[src/rtl/hazard_scoreboard.sv]
// Countdown scoreboard of in-flight register writes; stalls the ID instruction
// until each source operand can be forwarded to the stage that consumes it.
module hazard_scoreboard #(
   parameter int unsigned REG_BITS    = 5,
   parameter int unsigned ALU_LAT     = 1,
   parameter int unsigned LOAD_LAT    = 2,
   parameter int unsigned SLACK_EX    = 1,
   parameter int unsigned SLACK_MEM   = 2,
   parameter int unsigned STALL_CNT_W = 16
) (
   input  logic                     clk,
   input  logic                     reset,
   input  logic                     id_valid,
   input  logic                     id_flush,
   input  logic [5:0]               id_op,
   input  logic [REG_BITS-1:0]      id_rs,
   input  logic [REG_BITS-1:0]      id_rt,
   input  logic [REG_BITS-1:0]      id_rd,
   output logic                     stall,
   output logic [2**REG_BITS-1:0]   busy,
   output logic [STALL_CNT_W-1:0]   stall_cycles
);

   localparam int unsigned NREG    = 2**REG_BITS;
   localparam int unsigned MAX_LAT = (ALU_LAT > LOAD_LAT) ? ALU_LAT : LOAD_LAT;
   localparam int unsigned CNT_W   = (MAX_LAT < 1) ? 1 : $clog2(MAX_LAT + 1);

   localparam logic [5:0] OP_RTYPE = 6'b000000;
   localparam logic [5:0] OP_LW    = 6'b100011;
   localparam logic [5:0] OP_SW    = 6'b101011;
   localparam logic [5:0] OP_BEQ   = 6'b000100;
   localparam logic [5:0] OP_BNE   = 6'b000101;
   localparam logic [5:0] OP_ADDI  = 6'b001000;

   logic [NREG-1:0][CNT_W-1:0] cnt;

   logic                rs_used, rt_used;
   logic [31:0]         rs_slack, rt_slack;
   logic                wr_en;
   logic [REG_BITS-1:0] wr_dst;
   logic [CNT_W-1:0]    wr_lat;
   logic                rs_hot, rt_hot, issue;

   // Operand usage, consumer slack and destination per opcode
   always_comb begin
      rs_used  = 1'b0;
      rt_used  = 1'b0;
      rs_slack = 32'(SLACK_EX);
      rt_slack = 32'(SLACK_EX);
      wr_en    = 1'b0;
      wr_dst   = id_rd;
      wr_lat   = CNT_W'(ALU_LAT);
      case (id_op)
         OP_RTYPE: begin
            rs_used = 1'b1;
            rt_used = 1'b1;
            wr_en   = 1'b1;
         end
         OP_ADDI: begin
            rs_used = 1'b1;
            wr_en   = 1'b1;
            wr_dst  = id_rt;
         end
         OP_LW: begin
            rs_used = 1'b1;
            wr_en   = 1'b1;
            wr_dst  = id_rt;
            wr_lat  = CNT_W'(LOAD_LAT);
         end
         OP_SW: begin
            rs_used  = 1'b1;
            rt_used  = 1'b1;
            rt_slack = 32'(SLACK_MEM);
         end
         OP_BEQ, OP_BNE: begin
            rs_used  = 1'b1;
            rt_used  = 1'b1;
            rs_slack = 32'd0;
            rt_slack = 32'd0;
         end
         default: ;
      endcase
   end

   // r0 is never loaded, so its counter is always zero and never stalls
   always_comb begin
      rs_hot = rs_used && (32'(cnt[id_rs]) > rs_slack);
      rt_hot = rt_used && (32'(cnt[id_rt]) > rt_slack);
      stall  = id_valid && !id_flush && (rs_hot || rt_hot);
      issue  = id_valid && !id_flush && !stall;
   end

   // Drain every counter each cycle; an issuing writer reloads its destination
   always_ff @(posedge clk or posedge reset) begin
      if (reset) begin
         cnt <= '0;
      end else begin
         for (int i = 0; i < int'(NREG); i++) begin
            if (cnt[i] != '0) cnt[i] <= cnt[i] - CNT_W'(1);
         end
         if (issue && wr_en && (wr_dst != '0)) cnt[wr_dst] <= wr_lat;
      end
   end

   always_comb begin
      busy = '0;
      for (int i = 0; i < int'(NREG); i++) busy[i] = |cnt[i];
   end

   always_ff @(posedge clk or posedge reset) begin
      if (reset) begin
         stall_cycles <= '0;
      end else if (stall && (stall_cycles != '1)) begin
         stall_cycles <= stall_cycles + STALL_CNT_W'(1);
      end
   end

endmodule

[config.mk]
export PLATFORM = sky130hd
export DESIGN_NAME = hazard_scoreboard
export DESIGN_NICKNAME = d
export VERILOG_FILES = /design/src/rtl/hazard_scoreboard.sv
export SDC_FILE = /design/constraint.sdc
export NUM_CORES = 1
export LEC_CHECK = 0
export BUFFER_PORTS_ARGS = -buffer_cell sky130_fd_sc_hd__buf_2
export CORE_MARGIN = 5
export CORE_UTILIZATION = 32
export CTS_BUF_LIST = sky130_fd_sc_hd__clkbuf_2
export DETAILED_ROUTE_END_ITERATION = 12
export PLACE_DENSITY = 0.59
export SYNTH_ARGS = -nofsm -noshare
export SYNTH_HDL_FRONTEND = slang
export SYNTH_SLANG_ARGS = --single-unit
[constraint.sdc]
create_clock -name clk -period 9.7 [get_ports clk]
set_input_delay 1.94 -clock clk [delete_from_list [all_inputs] [get_ports clk]]
set_output_delay 1.94 -clock clk [all_outputs]
set_load 0.005 [all_outputs]
; Word-level counts from Yosys, hierarchy flattened
; Cells that the tools add are included.
[classes]
n_mux = 47
addsub = 33
n_eq_ne = 6
magnitude_cmp = 6
n_reduce_logical = 83
[op_table]
columns = op, n
row1 = 2-to-1 mux 2 bit, 36
row2 = OR reduction 2 bit, 34
row3 = bitwise mux 64 bit, 1
row4 = > comparator 2 x 32 -> 1 bit, 2
row5 = 2-to-1 mux 64 bit, 1
row6 = nonzero test 2 bit, 32
row7 = "subtractor 2 x 1 -> 2 bit, second input constant", 32
row8 = binary-select mux 2 bit (select 5 bit), 2
row9 = "< comparator 5 x 6 -> 1 bit, second input constant", 3
row10 = "adder 16 x 1 -> 16 bit, second input constant", 1
row11 = "inequality test 16 bit, second input constant", 1
row12 = "equality test 6 x 3 -> 1 bit, second input constant", 2
row13 = "equality test 6 bit, second input constant", 2
row14 = demux 2 bit (select 5 bit), 1
row15 = logical AND 1 bit, 9
row16 = "equality test 6 x 4 -> 1 bit, second input constant", 1
row17 = logical NOT 6 bit, 1
row18 = OR reduction 6 bit, 1
row19 = ">= comparator 5 x 1 -> 1 bit, second input constant", 1
row20 = 2-to-1 mux 5 bit, 1
row21 = nonzero test 5 bit, 1
row22 = 2-to-1 mux 1 bit, 4
row23 = one-hot mux 2 bit (2 select lines), 1
row24 = OR reduction 4 bit, 1
row25 = other kinds (3), 4
[totals]
output_inout_bits = 49
register_bits = 80

; Depth between registers and ports, before layout
; Gate-level depths: netlist (run 1).
[depth]
word_depth = 12
mapped_depth = 13
depth_no_buf = 12

; Worst setup path before layout (run 1)
; Ideal clock, no wire load.
[synth_timing]
kind = in2out
from = input id_rt[0]
to = output stall
required_ns = 7.760
arrival_time_ns = 4.788
slack_ns = 2.972
stages = 8
path_cell_list = buf_1 mux4_2 mux4_2 mux2_2 ha_1 a2111oi_1 a311oi_2 a21oi_1
[synth_between]
elab_chain_len = 6
[synth_lines]
columns = element, line_no
row1 = start: declaration, 17  ; input logic [REG_BITS-1:0] id_rt,
row2 = binary-select mux 2 bit (select 5 bit), 88  ; rt_hot = rt_used && (32'(cnt[id_rt]) > rt_slack);
row3 = 2-to-1 mux 2 bit (implied by the code), 88
row4 = > comparator 2 x 32 -> 1 bit, 88
row5 = logical AND 1 bit, 88
row6 = logical OR 1 bit, 89  ; stall = id_valid && !id_flush && (rs_hot || rt_hot);
row7 = logical AND 1 bit, 89
row8 = end: declaration, 19  ; output logic stall,
; Every way passes these cells. The select of a mux whose other input is x is not followed.

; Worst setup path after layout (run 1)
; Same ends and word-level chain as after synthesis.

==> reports/metrics.yaml, run 1 <==
hpwl_um: 11100
route.met2.wl_um: 7060
synth_seq_cells: 80
fin_setup_tns_ns: 0
syn_nets: 521
final_nets: 590
first_pass_iters: 5
drt-total-wl_um: 15100
critPathKind: "primary input to primary output"
antenna_found_initial: 0
worstSetupStartpointType: "primary input"
worst_pin_slew_ns: 1.03
std_cell_rows: 47
wl_per_cell_um: 19.3
status: "finished, final reports clean"
cts_tree: "done"
register_area_um2: 2000
synth_fa_ha_area_frac: 0.00936
grt_max_degree: 81
synth_warnings: 0
hp-class: "register to register"
hold_violations: 0
drc: 0
syn_area_um2: 5350
period_share: 0.737
die-area_um2: 19400
critical_path.startpoint: "id_rt[0]"
top_layer: "met4"
first_global_vias: 4361
critPathMaxFanout: 21
avgSynthCellArea_um2: 10.9
synth_most_common_cell: "mux2i_1"
power_leakage_nw: 2.92
synth_top_area_frac: 0.375
ant_nets: 0
fp.dieW_um: 139
hold_start: "stall_cycles[14]"
synth.distinct_cells: 55
rsz0062_at_grt: "false"
floorplan.initialDensity: 0.325
core_area_um2: 16500
async_flop_share: 1.00
synth_cells: 492
synth_top_family_by_area: "multiplexers"
vias: 4165
skew_ns: 0.0170
clock_path_buffers: 2
vias_per_cell: 5.32
cts_made_buffers: 9
finalSetupViolCount: 0
htreeDepth: 3
area_growth_pct: 12.3
layout-drive-gt1-share: 0.311
multi_input_area_um2: 3190
num-fill-cells: 1676
synth_top_cell_by_area: "dfrtp_1"
cts_sinks: 80
diodes: 0
post_cts_buffers: 0
hold_buffers: 0
cts_resized: 0
synth_xor_area_frac: 0.0246
root_buffer: "clkbuf_2"
pwr_density_cell_nw_per_um2: 91.1
clk_latency_ns: 0.56
clk_pin_slew_worst_paths_ns: 0.20
port_buffers: 73
dr_wl_met3_um: 1390
die_y_um: 139
overflow: 0
ys_top_cells_by_count: "mux2i_1, dfrtp_1, nand2_1"
gp_congestion: 0.909
ir_drop_uv: 49.3
ys.flop_type: "dfrtp_1"
timing.rr.start: "cnt[31]"
fmax_ghz: 0.140
synthTopCellsByArea: "dfrtp_1, mux2i_1, mux4_2, nand2b_1, or2_2"
required_ns: 7.76
synth_simple_gate_area_frac: 0.232
grt_pass1_wl_um: 24600
maxSlewViolCount: 0
ys_seq_area_frac: 0.375
synth-compound-area-share: 0.0396
cp.arrival_ns: 5.21
drt_iter0_drc: 295
grt_usage: 0.160
final_core_util: 0.364
critPathCaptureType: "primary output"
muxShareOfSynthArea: 0.291
wl_met1_um: 6330
max_slew_margin: 0.311
fin_crit_ns: 7.15
max_cap_viol_count: 0
synth_edf_count: 0
io_pins: 74
-- final cells by class --
type / count / area share
flip-flops and latches: 80 / 0.334
repair buffers: 80 / 0.0696
well taps: 220 / 0.0459
inverters: 13 / 0.00813
clock buffers: 10 / 0.00834
clock inverters: 3 / 0.00209
multi-input cells: 377 / 0.532
-- flip-flops by register name, indices dropped and copies added (netlist names) --
name          count
cnt              64
stall_cycles     16
-- stage by stage --
stage          hold WS [ns]  area (µm²)  setup WS (ns)  total power [mW]  cells
2_1_floorplan         0.442        5350           2.97             0.386    492
3_3_place_gp          0.495        5940           2.64             0.409    770
3_5_place_dp          0.496        5940           2.52             0.412    770
4_1_cts               0.525        6000           2.51             0.556    783
5_1_grt               0.538        6000           2.33             0.570    783
6_report              0.522        6000           2.55             0.547    783
-- metal layers --
| metal | up-vias | track usage |
|---|---|---|
| li1 | 1923 | - |
| met5 | - | 0 |
| met4 | 0 | 0.0438 |
| met3 | 29 | 0.0569 |
| met1 | 2046 | 0.209 |
| met2 | 167 | 0.252 |
-- path summary, 6_finish.rpt --
path                               endpoint  slack [ns]  cells after the start
min                        stall_cycles[14]        0.52                      1
min reg2reg                stall_cycles[14]        0.52                      1
max reg2reg                         cnt[44]        5.60                     10
max                                   stall        2.55                      9
min in group asynchronous   stall_cycles[1]        1.66                      3
max in group asynchronous           cnt[45]        7.38                      3
-- logic make-up after synthesis --
family	count (synthesis)
AO/OA/AOI/OAI	30
XOR/XNOR	15
adder cells (fa/ha/maj)	4
buffers and inverters	35
flip-flops	80
multiplexers	117
AND/OR/NAND/NOR	211
-- power by group --
part	total, mW	switching [mW]	internal (mW)
registers	0.341	0.00433	0.337
logic	0.0648	0.0420	0.0228
clock network	0.141	0.112	0.0287
total	0.547	0.158	0.388
-- worst max-delay path, stage by stage --
cell       delay (ns)
buf_2            0.49
mux4_2           0.59
mux4_2           0.49
mux2_2           0.28
ha_1             0.31
a2111oi_1        0.50
a311oi_2         0.17
a21oi_1          0.27
buf_2            0.17
-- cell usage in the layout, fill, tap and decap left out, types with 2 or more instances in the layout --
cell type,n
mux2i_1,82
dfrtp_1,80
buf_2,73
nand2_1,47
nand2b_1,34
or2_2,32
mux4_2,30
nor2_1,17
nand3_1,13
inv_1,12
nor3_1,11
xor2_1,11
clkbuf_2,10
a21oi_1,7
and3_1,7
buf_4,7
nor4_1,6
o21ai_0,5
nor3_2,5
nor4_2,4
nor2b_1,4
a22oi_1,4
a31oi_1,4
nand4_1,4
xnor2_1,4
ha_1,4
nand3b_1,3
and2_1,3
nor3b_2,3
nand4b_1,3
or3_1,3
mux2_2,2
a211o_1,2
and4b_1,2
mux2_1,2
nor3b_1,2
clkinv_1,2
(Power assumes the default switching activity.)
==> run 2, diff against run 1 <==
- PLACE_DENSITY: 0.59 -> 0.6
- clock period: 9.7 -> 5.8 ns (I/O delays scaled with it)
==> reports/metrics.yaml, run 2 (synthesis results as in run 1) <==
status: "finished, final reports clean"  # unchanged
hold_buffers: 0  # unchanged
setup_ws_ns: 0.333  # was 2.55 ns
slowest_delay_ns: 0.58  # was 0.59 ns
largest-register: "cnt"  # unchanged
die-area_um2: 19400  # unchanged
cts_made_buffers: 9  # unchanged
hold_violations: 0  # unchanged
drc: 0  # unchanged
fin_setup_tns_ns: 0  # unchanged
wl_met1_um: 6450  # was 6330 µm
first_pass_iters: 5  # unchanged
p_total_mw: 1.02  # was 547 µW
grt_usage: 0.152  # was 0.160
grt_pass1_wl_um: 23400  # was 24600 µm
ir_drop_uv: 88.2  # was 49.3 µV
reg_top3: "cnt x64, stall_cycles x16"  # unchanged
layout-drive-gt1-share: 0.316  # was 0.311
required_ns: 4.64  # was 7.76 ns
layout_commonest_cell: "mux2i_1"  # unchanged
critPathKind: "primary input to primary output"  # unchanged
cts_resized: 0  # unchanged
route.met2.wl_um: 6830  # was 7060 µm
first_global_vias: 4173  # was 4361
hpwl_um: 10800  # was 11100 µm
die_y_um: 139  # unchanged
diodes: 0  # unchanged
top_layer: "met4"  # unchanged
critPathMaxFanout: 16  # was 21
placed_area_um2: 5940  # unchanged
gp_congestion: 0.935  # was 0.909
final_cell_mix: "mux2i_1, dfrtp_1, buf_2, nand2_1, nand2b_1"  # unchanged
largest_reg_flops: 64  # unchanged
clk_pin_slew_worst_paths_ns: 0.22  # was 0.20 ns
worst_pin_slew_ns: 1.17  # was 1.03 ns
cp.arrival_ns: 4.31  # was 5.21 ns
vias: 4172  # was 4165
whs_ns: 0.392  # was 0.522 ns
period_share: 0.943
std_cell_rows: 47  # unchanged
htreeDepth: 3  # unchanged
rsz0062_at_grt: "false"  # unchanged
port_buffers: 73  # unchanged
power_leakage_nw: 2.96  # was 2.92 nW
slowest_stage: "mux4_2"  # unchanged
hp-class: "primary input to asynchronous set/reset pin"  # was register to register
critPathCaptureType: "primary output"  # unchanged
max_slew_margin: 0.197  # was 0.311
wl_per_cell_um: 18.5  # was 19.3 µm
post_cts_buffers: 0  # unchanged
fp.dieW_um: 139  # unchanged
worstSetupStartpointType: "primary input"  # unchanged
design_area_um2: 6070  # was 6000 µm²
grt_max_degree: 77  # was 81
crit_chain: "buf_2 -> mux4_2 -> mux4_2 -> mux2_2 -> ha_1 -> a2111oi_1 -> a311oi_2 -> a21oi_1 -> buf_2"  # unchanged
root_buffer: "clkbuf_2"  # unchanged
finalSetupViolCount: 0  # unchanged
floorplan.initialDensity: 0.325  # unchanged
antenna_found_initial: 0  # unchanged
overflow: 0  # unchanged
dr_wl_met3_um: 999  # was 1390 µm
pwr_density_cell_nw_per_um2: 168  # was 91.1 nW/µm²
io_pins: 74  # unchanged
clock_path_buffers: 2  # unchanged
fin_crit_ns: 5.47
fmax_ghz: 0.183
ant_nets: 0  # unchanged
area_growth_pct: 13.5  # was 12.3%
cts_tree: "done"  # unchanged
core_area_um2: 16500  # unchanged
skew_ns: 0.0264  # was 0.0170 ns
drt-total-wl_um: 14600  # was 15100 µm
max_cap_viol_count: 0  # unchanged
vias_per_cell: 5.31  # was 5.32
clk_latency_ns: 0.58  # was 0.56 ns
cts_sinks: 80  # unchanged
maxSlewViolCount: 0  # unchanged
final_nets: 590  # unchanged
post-place-ws_ns: 0.276  # was 2.52 ns
drt_iter0_drc: 282  # was 295
## run 2: stage by stage
step / std cells / util
floorplan: 492 / -
global placement: 770 / 0.361
detailed placement: 770 / 0.361
CTS: 786 / 0.368
global route: 786 / 0.368
finish: 786 / 0.368
## run 2: critical path: cells and delay by family
kind | cells | cell delay, ns
muxes | 3 | 1.35
buffers and inverters | 2 | 0.60
adders and majority gates | 1 | 0.31
AOI/OAI and AO/OA | 3 | 0.88
## run 2: per-layer routing
metal / GRT usage / vias to the layer above
met5: 0 / -
met1: 0.207 / 2084
met4: 0.0515 / 0
met2: 0.236 / 134
met3: 0.0384 / 22
li1: - / 1932
## run 2: path summary, 6_finish.rpt
check                                  from          endpoint  slack (ns)  cells past startpoint
max                                id_rt[0]             stall        0.33                      9
min                                   reset   stall_cycles[4]        0.39                      2
max reg2reg                         cnt[15]  stall_cycles[15]        1.78                     10
min reg2reg                stall_cycles[14]  stall_cycles[14]        0.51                      1
max in group asynchronous             reset           cnt[12]        4.24                      3
min in group clk           stall_cycles[14]  stall_cycles[14]        0.51                      1
## run 2: report_power, final
| group | switching [mW] | total (mW) | internal, mW |
|---|---|---|---|
| clock network | 0.197 | 0.343 | 0.146 |
| registers | 0.00688 | 0.570 | 0.563 |
| logic | 0.0680 | 0.106 | 0.0380 |
| total | 0.272 | 1.02 | 0.747 |
## run 2: final cells by class
type,count,area [µm²]
multi-input combinational,377,3190
sequential,80,2000
timing repair buffer,80,418
inverter,13,48.8
clock inverter,4,68.8
fill,1658,10400
clock buffer,12,60.1
tap,220,275
